File: src/rtl/scalar_io_handshake_bank.sv
`default_nettype none
// ============================================================================
// Module      : scalar_io_handshake_bank
// Description : Per-port FIFO buffering and valid/ready handshakes for one
//               scalar-core I/O memory, with an all-or-nothing io_ready.
// Revision    : 1.0 - initial release
// ============================================================================
module scalar_io_handshake_bank #(
    parameter int WORD_WIDTH        = 36,
    parameter int READ_PORT_COUNT   = 4,
    parameter int WRITE_PORT_COUNT  = 4,
    parameter int FIFO_DEPTH        = 2,
    parameter int FIFO_ADDR_WIDTH   = 1,
    parameter int STALL_COUNT_WIDTH = 16
) (
    input  logic                                   clock,
    input  logic                                   reset_n,
    input  logic [READ_PORT_COUNT-1:0]             core_rden,
    output logic [WORD_WIDTH*READ_PORT_COUNT-1:0]  core_read_data,
    input  logic [WRITE_PORT_COUNT-1:0]            core_wren,
    input  logic [WORD_WIDTH*WRITE_PORT_COUNT-1:0] core_write_data,
    output logic                                   io_ready,
    input  logic [READ_PORT_COUNT-1:0]             in_valid,
    input  logic [WORD_WIDTH*READ_PORT_COUNT-1:0]  in_data,
    output logic [READ_PORT_COUNT-1:0]             in_ready,
    output logic [WRITE_PORT_COUNT-1:0]            out_valid,
    output logic [WORD_WIDTH*WRITE_PORT_COUNT-1:0] out_data,
    input  logic [WRITE_PORT_COUNT-1:0]            out_ready,
    output logic [STALL_COUNT_WIDTH-1:0]           stall_count
);

    localparam int                           c_cnt_w     = FIFO_ADDR_WIDTH + 1;
    localparam logic [c_cnt_w-1:0]           c_full      = c_cnt_w'(FIFO_DEPTH);
    localparam logic [STALL_COUNT_WIDTH-1:0] c_stall_max = '1;

    logic [READ_PORT_COUNT-1:0]  w_rd_ok;
    logic [WRITE_PORT_COUNT-1:0] w_wr_ok;
    logic                        w_io_ready;
    logic                        w_any_req;

    assign w_io_ready = (&w_rd_ok) & (&w_wr_ok);
    assign io_ready   = w_io_ready;
    assign w_any_req  = (|core_rden) | (|core_wren);

    genvar gi;
    genvar gj;

    // Read ports: external producer fills, core pops into a held output register.
    generate
        for (gi = 0; gi < READ_PORT_COUNT; gi++) begin : g_rd_port
            logic [WORD_WIDTH-1:0]      r_mem [FIFO_DEPTH];
            logic [FIFO_ADDR_WIDTH-1:0] r_wr_ptr;
            logic [FIFO_ADDR_WIDTH-1:0] r_rd_ptr;
            logic [c_cnt_w-1:0]         r_count;
            logic [c_cnt_w-1:0]         w_count_next;
            logic [WORD_WIDTH-1:0]      r_data;
            logic                       r_in_ready;
            logic                       w_push;
            logic                       w_pop;

            assign w_push       = in_valid[gi] & r_in_ready;
            assign w_pop        = core_rden[gi] & w_io_ready;
            assign w_rd_ok[gi]  = ~core_rden[gi] | (r_count != '0);

            always_comb begin
                w_count_next = r_count;
                case ({w_push, w_pop})
                    2'b10:   w_count_next = r_count + 1'b1;
                    2'b01:   w_count_next = r_count - 1'b1;
                    default: w_count_next = r_count;
                endcase
            end

            // in_ready follows the post-edge occupancy, so a full FIFO refuses
            // external data even in the cycle it is being popped.
            always_ff @(posedge clock) begin
                if (!reset_n) begin
                    r_wr_ptr   <= '0;
                    r_rd_ptr   <= '0;
                    r_count    <= '0;
                    r_data     <= '0;
                    r_in_ready <= 1'b0;
                    for (int k = 0; k < FIFO_DEPTH; k++) begin
                        r_mem[k] <= '0;
                    end
                end else begin
                    if (w_push) begin
                        r_mem[r_wr_ptr] <= in_data[gi*WORD_WIDTH +: WORD_WIDTH];
                        r_wr_ptr        <= r_wr_ptr + 1'b1;
                    end
                    if (w_pop) begin
                        r_data   <= r_mem[r_rd_ptr];
                        r_rd_ptr <= r_rd_ptr + 1'b1;
                    end
                    r_count    <= w_count_next;
                    r_in_ready <= (w_count_next != c_full);
                end
            end

            assign in_ready[gi]                                = r_in_ready;
            assign core_read_data[gi*WORD_WIDTH +: WORD_WIDTH] = r_data;
        end
    endgenerate

    // Write ports: core pushes, external consumer drains the head.
    generate
        for (gj = 0; gj < WRITE_PORT_COUNT; gj++) begin : g_wr_port
            logic [WORD_WIDTH-1:0]      r_mem [FIFO_DEPTH];
            logic [FIFO_ADDR_WIDTH-1:0] r_wr_ptr;
            logic [FIFO_ADDR_WIDTH-1:0] r_rd_ptr;
            logic [c_cnt_w-1:0]         r_count;
            logic [c_cnt_w-1:0]         w_count_next;
            logic                       r_out_valid;
            logic                       w_push;
            logic                       w_pop;

            assign w_pop  = r_out_valid & out_ready[gj];
            assign w_push = core_wren[gj] & w_io_ready;
            // A full FIFO still accepts a core push when the head drains this edge.
            assign w_wr_ok[gj] = ~core_wren[gj] | (r_count != c_full) | w_pop;

            always_comb begin
                w_count_next = r_count;
                case ({w_push, w_pop})
                    2'b10:   w_count_next = r_count + 1'b1;
                    2'b01:   w_count_next = r_count - 1'b1;
                    default: w_count_next = r_count;
                endcase
            end

            always_ff @(posedge clock) begin
                if (!reset_n) begin
                    r_wr_ptr    <= '0;
                    r_rd_ptr    <= '0;
                    r_count     <= '0;
                    r_out_valid <= 1'b0;
                    for (int k = 0; k < FIFO_DEPTH; k++) begin
                        r_mem[k] <= '0;
                    end
                end else begin
                    if (w_push) begin
                        r_mem[r_wr_ptr] <= core_write_data[gj*WORD_WIDTH +: WORD_WIDTH];
                        r_wr_ptr        <= r_wr_ptr + 1'b1;
                    end
                    if (w_pop) begin
                        r_rd_ptr <= r_rd_ptr + 1'b1;
                    end
                    r_count     <= w_count_next;
                    r_out_valid <= (w_count_next != '0);
                end
            end

            assign out_valid[gj]                         = r_out_valid;
            assign out_data[gj*WORD_WIDTH +: WORD_WIDTH] = r_out_valid ? r_mem[r_rd_ptr] : '0;
        end
    endgenerate

    logic [STALL_COUNT_WIDTH-1:0] r_stall_count;

    always_ff @(posedge clock) begin
        if (!reset_n) begin
            r_stall_count <= '0;
        end else if (w_any_req && !w_io_ready && (r_stall_count != c_stall_max)) begin
            r_stall_count <= r_stall_count + 1'b1;
        end
    end

    assign stall_count = r_stall_count;

endmodule
`default_nettype wire

File: config.mk
export PLATFORM = sky130hd
export DESIGN_NAME = scalar_io_handshake_bank
export DESIGN_NICKNAME = d
export VERILOG_FILES = /design/src/rtl/scalar_io_handshake_bank.sv
export SDC_FILE = /design/constraint.sdc
export NUM_CORES = 1
export LEC_CHECK = 0
export ABC_CLOCK_PERIOD_IN_PS = 10600
export CAP_MARGIN = 20
export CORE_AREA = 4 4 317 194
export DETAILED_ROUTE_END_ITERATION = 8
export DIE_AREA = 0 0 321 198
export GPL_ROUTABILITY_DRIVEN = 0
export PLACE_DENSITY_LB_ADDON = 0.3
export SYNTH_ARGS = -nofsm -noshare
export SYNTH_HDL_FRONTEND = slang
export SYNTH_SLANG_ARGS = --single-unit
File: constraint.sdc
create_clock -name clock -period 10.6 [get_ports clock]
set_clock_uncertainty 0.05 [all_clocks]
set_input_delay 1.06 -clock clock [delete_from_list [all_inputs] [get_ports clock]]
set_output_delay 1.06 -clock clock [all_outputs]
set_load 0.02 [all_outputs]
==> out/results.tsv, run 1 <==
stage	metric	value	unit
critical_path	crit_start	g_wr_port[3].r_out_valid	
synth	yosys-top-cells-count	edfxtp_1 (576), nand2_1 (320), and2_1 (305)	
route	drt_wl_total	84400	um
hold_path	hold_path_depth	1	
route	dr.pass1.iters	6	
die	ioPinCount	619	
synth	synth-edff-count	576	
clocking	postCtsSetupRepairBufs	0	
route	num_vias	22400	
clocking	root_buffer	clkbuf_16	
critical_path	path_max_fanout	38	
power	leakage	16.3	nW
synth	yosys.cell_count.top_type	edfxtp_1	
critical_path	worst_path_max_delay_cell	dfxtp_1	
timing	setup_tns	0	ps
final_layout	multi_input_area	11000	sq um
timing	drv_slew	0	
global_routing	grt_max_degree	89	
clocking	path_clk_slew	70	ps
synth	synth.distinct_cells	45	
synth	async_flop_share	0	%
critical_path	critPathKind	register to output port	
timing	period_minus_slack	5020	ps
final_layout	fill_cells	3907	
die	core-area	58700	sq um
critical_path	worstPathRequired	9490	ps
power	peakVddDrop	0.000118	V
synth	syn-num-nets	2982	
final_layout	synthToLayoutAreaGrowth	27.9	%
outcome	status	finished, final reports clean	
clocking	clock_latency	620	ps
global_routing	track_usage	25.6	%
timing	setup_viol	0	
clocking	postCtsHoldBufs	0	
die	die_h	198	um
synth	yosys.area.top_type	edfxtp_1	
synth	yosysTopAreaCellShare	52.1	%
final_layout	final_nets	3532	
route	drc_errors	0	
place	dpl.hpwl	56600	um
clocking	clock_path_buffers	3	
route	ant_nets	0	
clocking	cts_tree	built	
global_routing	grt_pass1_vias	22500	
die	initial_core_util	56.5	%
clocking	cts_num_sinks	780	
die	die_w	321	um
synth	yosys_warnings	0	
timing	worst_slew_pin_slew	1130	ps
critical_path	cp-end-kind	output port	
global_routing	grt_pass1_wl	127000	um
die	core.rowCount	69	
die	dieArea	63600	sq um
synth	yosys-top-cells-area	edfxtp_1 (52%), dfxtp_1 (12%), mux2i_1 (8.7%), and2_1 (5.8%), o211a_1 (4.3%)	
timing	rsz0062_at_grt	false	
global_routing	antenna_found_initial	14	
synth	postSynthAreaPerCell	12.4	sq um
power	power.density	181	nW/um^2
final_layout	instances_no_fill	4068	
critical_path	timing.rr.end	g_wr_port[3].r_mem[1][22]	
critical_path	r2r_start	g_wr_port[3].r_out_valid	
critical_path	cp.arrival	3910	ps
flow_run	maxCapViolCount	0	
synth	synth_flop_cell	edfxtp_1	
critical_path	rr_worst_depth	8	
synth	ys_ff_latch	780	
global_routing	grt_overflow	0	
final_layout	drive_gt1_share	5.89	%
synth	ys_seq_area_share	64.4	%
clocking	cts_made_buffers	70	
route	initialDrtViolationCount	1924	
critical_path	cp_cell_sequence	and2_1 -> nor3_1 -> nor4_4 -> nand2_2 -> inv_2 -> clkdlybuf4s50_1	
critical_path	ff2ff_setup_slack	6200	ps
place	io_buffers	618	
clocking	cts_max_level	3	
timing	finalHoldViolations	0	
timing	period_share	47.4	%
timing	slew-limit-headroom	24.7	%
clocking	cts_resized	0	
critical_path	critPathMaxStageDelay	980	ps
place	place_inst	3920	
critical_path	start_kind	register	
route	viasPerCell	5.50	
hold_path	hold_class	register to register	
final_layout	ff_latch_area	21400	sq um
route	avgRoutedWirePerCell	20.8	um
critical_path	cp-endpoint	io_ready	
timing	max_freq	0.199	GHz
synth	syn_inst	2667	
synth	netlist_area	33200	sq um
==> cell usage in the layout, fill, tap and decap left out, types with 8 or more instances in the layout <==
cell	netlist	layout
o31ai_1	9	9
clkbuf_16	0	73
dfxtp_1	204	196
clkdlybuf4s50_1	0	617
nand2b_1	11	11
o21ai_0	24	19
nor2_1	298	298
edfxtp_1	576	576
o211a_1	144	144
a21boi_0	21	21
ha_1	9	9
dfxtp_2	0	8
nor2b_1	153	153
diode_2	0	12
xnor2_1	23	23
nand2_1	320	320
and2_1	305	305
mux2i_1	289	289
or3_1	13	13
clkinv_2	0	9
clkbuf_8	0	10
nand3_1	10	10
clkbuf_1	110	20
buf_4	13	41
==> power by group <==
group | internal [mW] | switching (mW) | total [mW] | leakage [nW]
combinational | 0.671 | 0.730 | 1.40 | 7.51
clock | 1.50 | 1.13 | 2.63 | 1.17
sequential | 3.51 | 0.138 | 3.65 | 7.67
==> cells by family after synthesis <==
family / after synthesis / share of synthesized area [%]
AND/OR/NAND/NOR: 1160 / 17.5
multiplexers: 289 / 8.72
buffers and inverters: 192 / 2.68
flip-flops: 780 / 64.4
XOR/XNOR: 28 / 0.739
adder cells (fa/ha/maj): 9 / 0.339
AO/OA/AOI/OAI: 209 / 5.61
==> registers in the layout, summed over array words and instances, names as in the netlist, 8 cells and up, named ones only <==
name,flops
g_wr_port.r_count,8
g_rd_port.r_count,8
g_rd_port.r_mem,288
g_rd_port.r_data,144
stall_count,16
g_wr_port.r_mem,288
==> stage by stage <==
| step | hold slack, ps | power [mW] | cell area, sq um | setup slack, ps | util (%) |
|---|---|---|---|---|---|
| detailed placement | 433 | 5.08 | 39900 | 5610 | 67.9 |
| floorplan | 401 | 4.49 | 33200 | 6150 | - |
| finish | 445 | 7.68 | 42400 | 5580 | 72.3 |
| global route | 460 | 7.96 | 42400 | 5330 | 72.3 |
| CTS | 449 | 7.70 | 42300 | 5270 | 72.0 |
| global placement | 427 | 5.04 | 39900 | 5710 | 67.9 |
==> worst max-delay path: cells and delay by family (launching register included) <==
family / cells / cell delay [ps]
AND/OR/NAND/NOR: 4 / 1280
buffers and inverters: 2 / 1020
flip-flops: 1 / 980
==> worst min path at each step <==
stage / slack (ps) / startpoint / end
finish: 440 / g_rd_port[0].r_count[1] / g_rd_port[0].r_in_ready
global placement: 430 / g_rd_port[1].r_count[1] / g_rd_port[1].r_in_ready
CTS: 450 / g_rd_port[0].r_count[1] / g_rd_port[0].r_in_ready
floorplan: 400 / g_rd_port[0].r_count[1] / g_rd_port[0].r_in_ready
detailed placement: 430 / g_rd_port[0].r_count[1] / g_rd_port[0].r_in_ready
global route: 460 / g_rd_port[2].r_data[21] / g_rd_port[2].r_data[21]
==> area by class of cell <==
class                      instances  share of cell area [%]
antenna                           12                  0.0708
multi-input combinational       1695                    25.9
clock inverter                    27                   0.835
sequential                       780                    50.4
inverter                           5                  0.0442
tap                              781                    2.30
clock buffer                     103                    4.81
timing repair buffer             665                    15.6
==> layer usage <==
layer / vias to the layer above / GRT usage, % / wire length [um]
met5: - / 0 / 38
met2: 787 / 42.9 / 41500
met1: 11000 / 33.6 / 34300
met3: 163 / 5.01 / 5730
met4: 6 / 9.70 / 2800
li1: 10400 / - / -
(Power assumes the default switching activity.)
==> run 2, diff against run 1 <==
ABC_CLOCK_PERIOD_IN_PS = 4600   (was 10600)
CORE_AREA = 4 4 349 213   (was 4 4 317 194)
DIE_AREA = 0 0 353 217   (was 0 0 321 198)
clock period = 4.6 ns   (was 10.6 ns; I/O delays follow)
==> out/results.tsv, run 2 (same netlist as run 1, synthesis figures left out) <==
stage	metric	value	unit	change
hold_path	hold_path_depth	2		+1
critical_path	worstPathRequired	4090	ps	-5400 ps
timing	finalHoldViolations	0		unchanged
final_layout	drive_gt1_share	5.91	%	+0.013 points
place	dp_slack	961	ps	-4640 ps
final_layout	reg_top3	g_rd_port.r_mem (288), g_wr_port.r_mem (288), g_rd_port.r_data (144)		
critical_path	cp.arrival	3200	ps	-710 ps
final_layout	synthToLayoutAreaGrowth	28.6	%	
power	power.density	415	nW/um^2	+130%
hold_path	hold_class	input port to register		
die	core.rowCount	76		+10%
timing	drv_slew	0		unchanged
critical_path	critPathKind	register to output port		
critical_path	cp_cell_sequence	buf_4 -> and2_4 -> nor3_1 -> nor4_4 -> buf_4 -> nand2_2 -> inv_2 -> clkdlybuf4s50_1		
die	core-area	71200	sq um	+21%
critical_path	cp_num_buf_inv	4		+2
clocking	postCtsSetupRepairBufs	0		unchanged
final_layout	layout_common_cells	clkdlybuf4s50_1 (617), edfxtp_1 (576), nand2_1 (320)		
die	die_h	217	um	+9.6%
critical_path	rr_worst_depth	10		+2
clocking	cts_tree	built		
clocking	path_clk_slew	60	ps	about the same
timing	setup_ws	894	ps	-4690 ps
timing	setup_viol	0		unchanged
route	drc_errors	0		unchanged
critical_path	r2r_start	g_wr_port[1].r_out_valid		
clocking	cts_resized	0		unchanged
place	dpl.hpwl	58700	um	+3.8%
power	peakVddDrop	0.000258	V	+120%
die	dieArea	76600	sq um	+21%
route	avgRoutedWirePerCell	20.6	um	-0.86%
global_routing	grt_pass1_wl	133000	um	+4.7%
clocking	cts_made_buffers	73		+4.3%
clocking	cts_max_level	3		unchanged
timing	slew-limit-headroom	34.7	%	+10 points
power	leakage	16.4	nW	+0.14%
global_routing	antenna_found_initial	13		-1
timing	worst_slew_pin_slew	979	ps	-150 ps
final_layout	fin_area	42700	sq um	+0.58%
clocking	root_buffer	clkbuf_16		
critical_path	start_kind	register		
timing	rsz0062_at_grt	false		
place	io_buffers	618		unchanged
outcome	status	finished, final reports clean		
route	ant_nets	0		unchanged
route	num_vias	22200		-0.97%
global_routing	track_usage	22.1	%	-3.5 points
global_routing	grt_overflow	0		unchanged
final_layout	final_common_cell	clkdlybuf4s50_1		
timing	period_minus_slack	3710	ps	
critical_path	crit_family	buffers and inverters		
die	ioPinCount	619		unchanged
clocking	clock_latency	610	ps	about the same
critical_path	ff2ff_setup_slack	1190	ps	-5010 ps
critical_path	path_max_fanout	38		unchanged
global_routing	grt_max_degree	122		+37%
critical_path	timing.rr.end	g_wr_port[3].r_mem[1][8]		
route	drt_wl_total	87000	um	+3.0%
clocking	cts_num_sinks	780		unchanged
timing	max_freq	0.270	GHz	
global_routing	grt_pass1_vias	22900		+1.6%
critical_path	cpMostUsedCell	buf_4		
route	initialDrtViolationCount	1703		-11%
critical_path	worst_path_max_delay_cell	clkdlybuf4s50_1		
final_layout	final_util	59.9	%	-12 points
die	initial_core_util	46.6	%	-9.9 points
final_layout	fill_cells	5510		+41%
die	die_w	353	um	+10%
clocking	postCtsHoldBufs	0		unchanged
critical_path	critPathMaxStageDelay	710	ps	-270 ps
route	dr.pass1.iters	5		-1
timing	period_share	80.6	%	
hold_path	hp-start	reset_n		
place	place_area	40200	sq um	+0.86%
timing	setup_tns	0	ps	unchanged
critical_path	cp-end-kind	output port		
route	viasPerCell	5.24		-4.7%
clocking	clock_path_buffers	3		unchanged
flow_run	maxCapViolCount	0		unchanged
final_layout	final_nets	3541		+0.25%
hold_path	hold_end	g_rd_port[0].r_data[7]		
[run 2: cell count changes in the layout (fill, tap and decap cells not counted), sizes merged]
cell,previous run,this run
clkbuf,103,106
diode,12,7
inv,7,9
clkinvlp,2,1
buf,48,54
[run 2: area by class of cell]
class / instances / area, sq um / area share (%)
diodes: 7 / 17.5 / 0.0410
clock buffers: 106 / 2040 / 4.79
clock inverters: 28 / 337 / 0.789
inverters: 5 / 18.8 / 0.0440
multi-input cells: 1695 / 11000 / 25.8
flip-flops and latches: 780 / 21400 / 50.1
well taps: 936 / 1170 / 2.74
repair buffers: 671 / 6700 / 15.7
[run 2: routing by layer]
layer  GRT usage [%]  up-vias  wire (um)
li1                -    10400          -
met4            6.40       12       2000
met5               0        -         89
met1            29.5    10900      37200
met3            5.18      120       5840
met2            36.4      667      41800
[run 2: worst max-delay path by stage]
stage / start / endpoint / slack (ps) / cells past startpoint
detailed placement: core_wren[0] / g_wr_port[3].r_mem[1][14] / 960 / 10
global placement: out_ready[0] / g_wr_port[3].r_mem[1][10] / 970 / 10
CTS: g_wr_port[1].r_out_valid / io_ready / 830 / 8
finish: g_wr_port[1].r_out_valid / io_ready / 890 / 8
global route: g_wr_port[1].r_out_valid / io_ready / 680 / 8
floorplan: reset_n / g_rd_port[1].r_mem[1][0] / 750 / 3
[run 2: worst reg2reg max path, cell delays in order (launching register included)]
cell     delay [ps]
dfxtp_1         310
buf_4           320
and2_4          240
nor3_1           90
nor4_4          260
buf_4           260
nand2_2         110
inv_2           280
nand3_4         440
nand2_1         190
buf_4           480
[run 2: power by group]
part,switching [mW],total (mW),internal (mW),leakage (nW)
registers,0.277,8.37,8.09,7.67
logic,1.73,3.26,1.52,7.54
clock network,2.63,6.09,3.46,1.15
total,4.64,17.7,13.1,16.4
[run 2: per-stage QoR]
| step | power (mW) | std cells | hold WS (ps) |
|---|---|---|---|
| after CTS | 17.8 | 4218 | 231 |
| after detailed placement | 11.8 | 4084 | 436 |
| after global routing | 18.4 | 4227 | 259 |
| after global placement | 11.7 | 4082 | 423 |
| after floorplan | 10.3 | 2667 | 401 |
| final | 17.7 | 4228 | 289 |
==> run 3, diff against run 2 <==
ABC_CLOCK_PERIOD_IN_PS = 3400   (was 4600)
clock period = 3.4 ns   (was 4.6 ns; I/O delays follow)
==> out/results.tsv, run 3 (same netlist as run 1, synthesis figures left out) <==
stage	metric	value	unit	change
outcome	status	finished, final reports clean		
power	sw_frac_of_total	26.2	%	+0.038 points
route	num_vias	22200		+0.12%
flow_run	maxCapViolCount	0		unchanged
power	p_int	17.8	mW	+36%
power	power.switching	6.33	mW	+37%
final_layout	reg_top3	g_rd_port.r_mem (288), g_wr_port.r_mem (288), g_rd_port.r_data (144)		
global_routing	track_usage	21.9	%	-0.16 points
clocking	clock_latency	620	ps	about the same
critical_path	crit_family	buffers and inverters		
die	die_h	217	um	unchanged
global_routing	grt_overflow	0		unchanged
route	drc_errors	0		unchanged
die	ioPinCount	619		unchanged
route	dr.pass1.iters	5		unchanged
final_layout	multi_input_area	11000	sq um	about the same
timing	setup_tns	0	ps	unchanged
power	p_clk_share	34.8	%	+0.4 points
route	initialDrtViolationCount	1426		-16%
clocking	path_clk_slew	60	ps	about the same
final_layout	fin_area	42900	sq um	+0.60%
critical_path	path_max_fanout	24		-37%
final_layout	layout_common_cells	clkdlybuf4s50_1 (616), edfxtp_1 (576), nand2_1 (320)		
clocking	postCtsSetupRepairBufs	0		unchanged
clocking	clock_path_buffers	3		unchanged
timing	period_minus_slack	3160	ps	
critical_path	cp-end-kind	output port		
global_routing	grt_pass1_wl	132000	um	-0.93%
global_routing	grt_pass1_vias	22900		+0.33%
global_routing	antenna_found_initial	15		+2
clocking	cts_made_buffers	74		+1.4%
clocking	cts_max_level	3		unchanged
power	peakVddDrop	0.000330	V	+28%
clocking	cts_tree	built		
final_layout	drive_gt1_share	6.60	%	+0.69 points
die	die_w	353	um	unchanged
clocking	root_buffer	clkbuf_16		
timing	period_share	93.0	%	
timing	max_freq	0.316	GHz	
power	p_comb_share	18.2	%	-0.2 points
critical_path	cp_num_buf_inv	2		-2
place	io_buffers	618		unchanged
power	leakage	16.5	nW	+0.98%
power	seqPwrFrac	47.0	%	-0.2 points
route	drt_wl_total	86300	um	-0.81%
timing	finalHoldViolations	0		unchanged
route	ant_nets	0		unchanged
final_layout	synthToLayoutAreaGrowth	29.4	%	
route	viasPerCell	5.22		-0.40%
place	place_area	40400	sq um	+0.56%
die	initial_core_util	46.6	%	unchanged
clocking	cts_num_sinks	780		unchanged
final_layout	final_common_cell	clkdlybuf4s50_1		
critical_path	cp.arrival	2770	ps	-430 ps
timing	slew-limit-headroom	31.6	%	-3.1 points
critical_path	critPathMaxStageDelay	810	ps	+100 ps
critical_path	worstPathRequired	3010	ps	-1080 ps
die	core-area	71200	sq um	unchanged
final_layout	final_util	60.3	%	+0.36 points
final_layout	fill_cells	5532		+0.40%
timing	worst_slew_pin_slew	1030	ps	+46.7 ps
timing	setup_viol	0		unchanged
critical_path	start_kind	register		
place	dpl.hpwl	58700	um	about the same
hold_path	hold_class	input port to register		
route	avgRoutedWirePerCell	20.3	um	-1.3%
timing	rsz0062_at_grt	false		
critical_path	cp_cell_sequence	buf_4 -> mux2i_1 -> nor2b_1 -> clkdlybuf4s50_1		
power	p_total	24.1	mW	+36%
final_layout	final_nets	3558		+0.48%
die	core.rowCount	76		unchanged
timing	hold-worst-slack	115	ps	-174 ps
critical_path	critPathKind	register to output port		
global_routing	grt_max_degree	74		-39%
critical_path	worst_path_max_delay_cell	dfxtp_2		
power	power.density	562	nW/um^2	+35%
final_layout	ff_latch_area	21400	sq um	unchanged
die	dieArea	76600	sq um	unchanged
timing	drv_slew	0		unchanged
==> run 3: cell types whose count changed in the layout (fill, tap and decap cells not counted), moves of 2 or more <==
cell / change
clkinv_2: +5
buf_4: +12
clkbuf_1: -3
clkinv_1: -3
buf_12: +4
clkbuf_8: +2
diode_2: +4
==> run 3: tightest hold or removal path: cells and delay by family <==
family | cells | cell delay, ps
buf+inv | 1 | 160
compound gates | 1 | 130
simple gates | 1 | 50
==> run 3: path summary, 6_finish.rpt <==
path	startpoint	endpoint	slack (ps)	depth (start not counted)
max	register	out_data[25]	240	4
min	reset_n	stall_count[12]	120	3
max reg2reg	g_wr_port[0].r_out_valid	g_wr_port[3].r_out_valid	670	10
min reg2reg	g_rd_port[3].r_data[34]	g_rd_port[3].r_data[34]	450	1
==> run 3: final cells by class <==
| class | count | share of cell area (%) |
|---|---|---|
| Tap cell | 936 | 2.73 |
| Clock inverter | 32 | 0.988 |
| Sequential cell | 780 | 49.8 |
| Multi-Input combinational cell | 1695 | 25.6 |
| Antenna cell | 11 | 0.0641 |
| Inverter | 5 | 0.0437 |
| Clock buffer | 104 | 4.74 |
| Timing Repair Buffer | 687 | 16.0 |
==> run 3: metrics by stage <==
| stage | setup WS (ps) | instances |
|---|---|---|
| finish | 237 | 4250 |
| CTS | 35.9 | 4239 |
| global route | 63.9 | 4249 |
| detailed placement | 142 | 4103 |
| floorplan | 237 | 2667 |
| global placement | 204 | 4101 |
==> run 3: power by group through the flow <==
stage	registers [mW]	clock network [mW]	logic, mW
after floorplan	11.6	0	2.40
after global placement	11.5	0	4.30
after detailed placement	11.6	0	4.41
after CTS	11.4	8.60	4.43
after global routing	11.4	9.02	4.70
final	11.3	8.41	4.39
==> run 3: repair_timing <==
| action | CTS | global route |
|---|---|---|
| hold buffers | 0 | 0 |
| setup endpoints to repair | 0 | 1 |
| resized for setup | 0 | 1 |
==> run 3: layer usage <==
metal  vias to the layer above  share of wire, %  track usage, %
met5                         -             0.086               0
met4                        10               3.0            7.38
met3                       160               7.1            6.10
met2                       627                48            36.2
met1                     10900                42            28.1
li1                      10400                 -               -
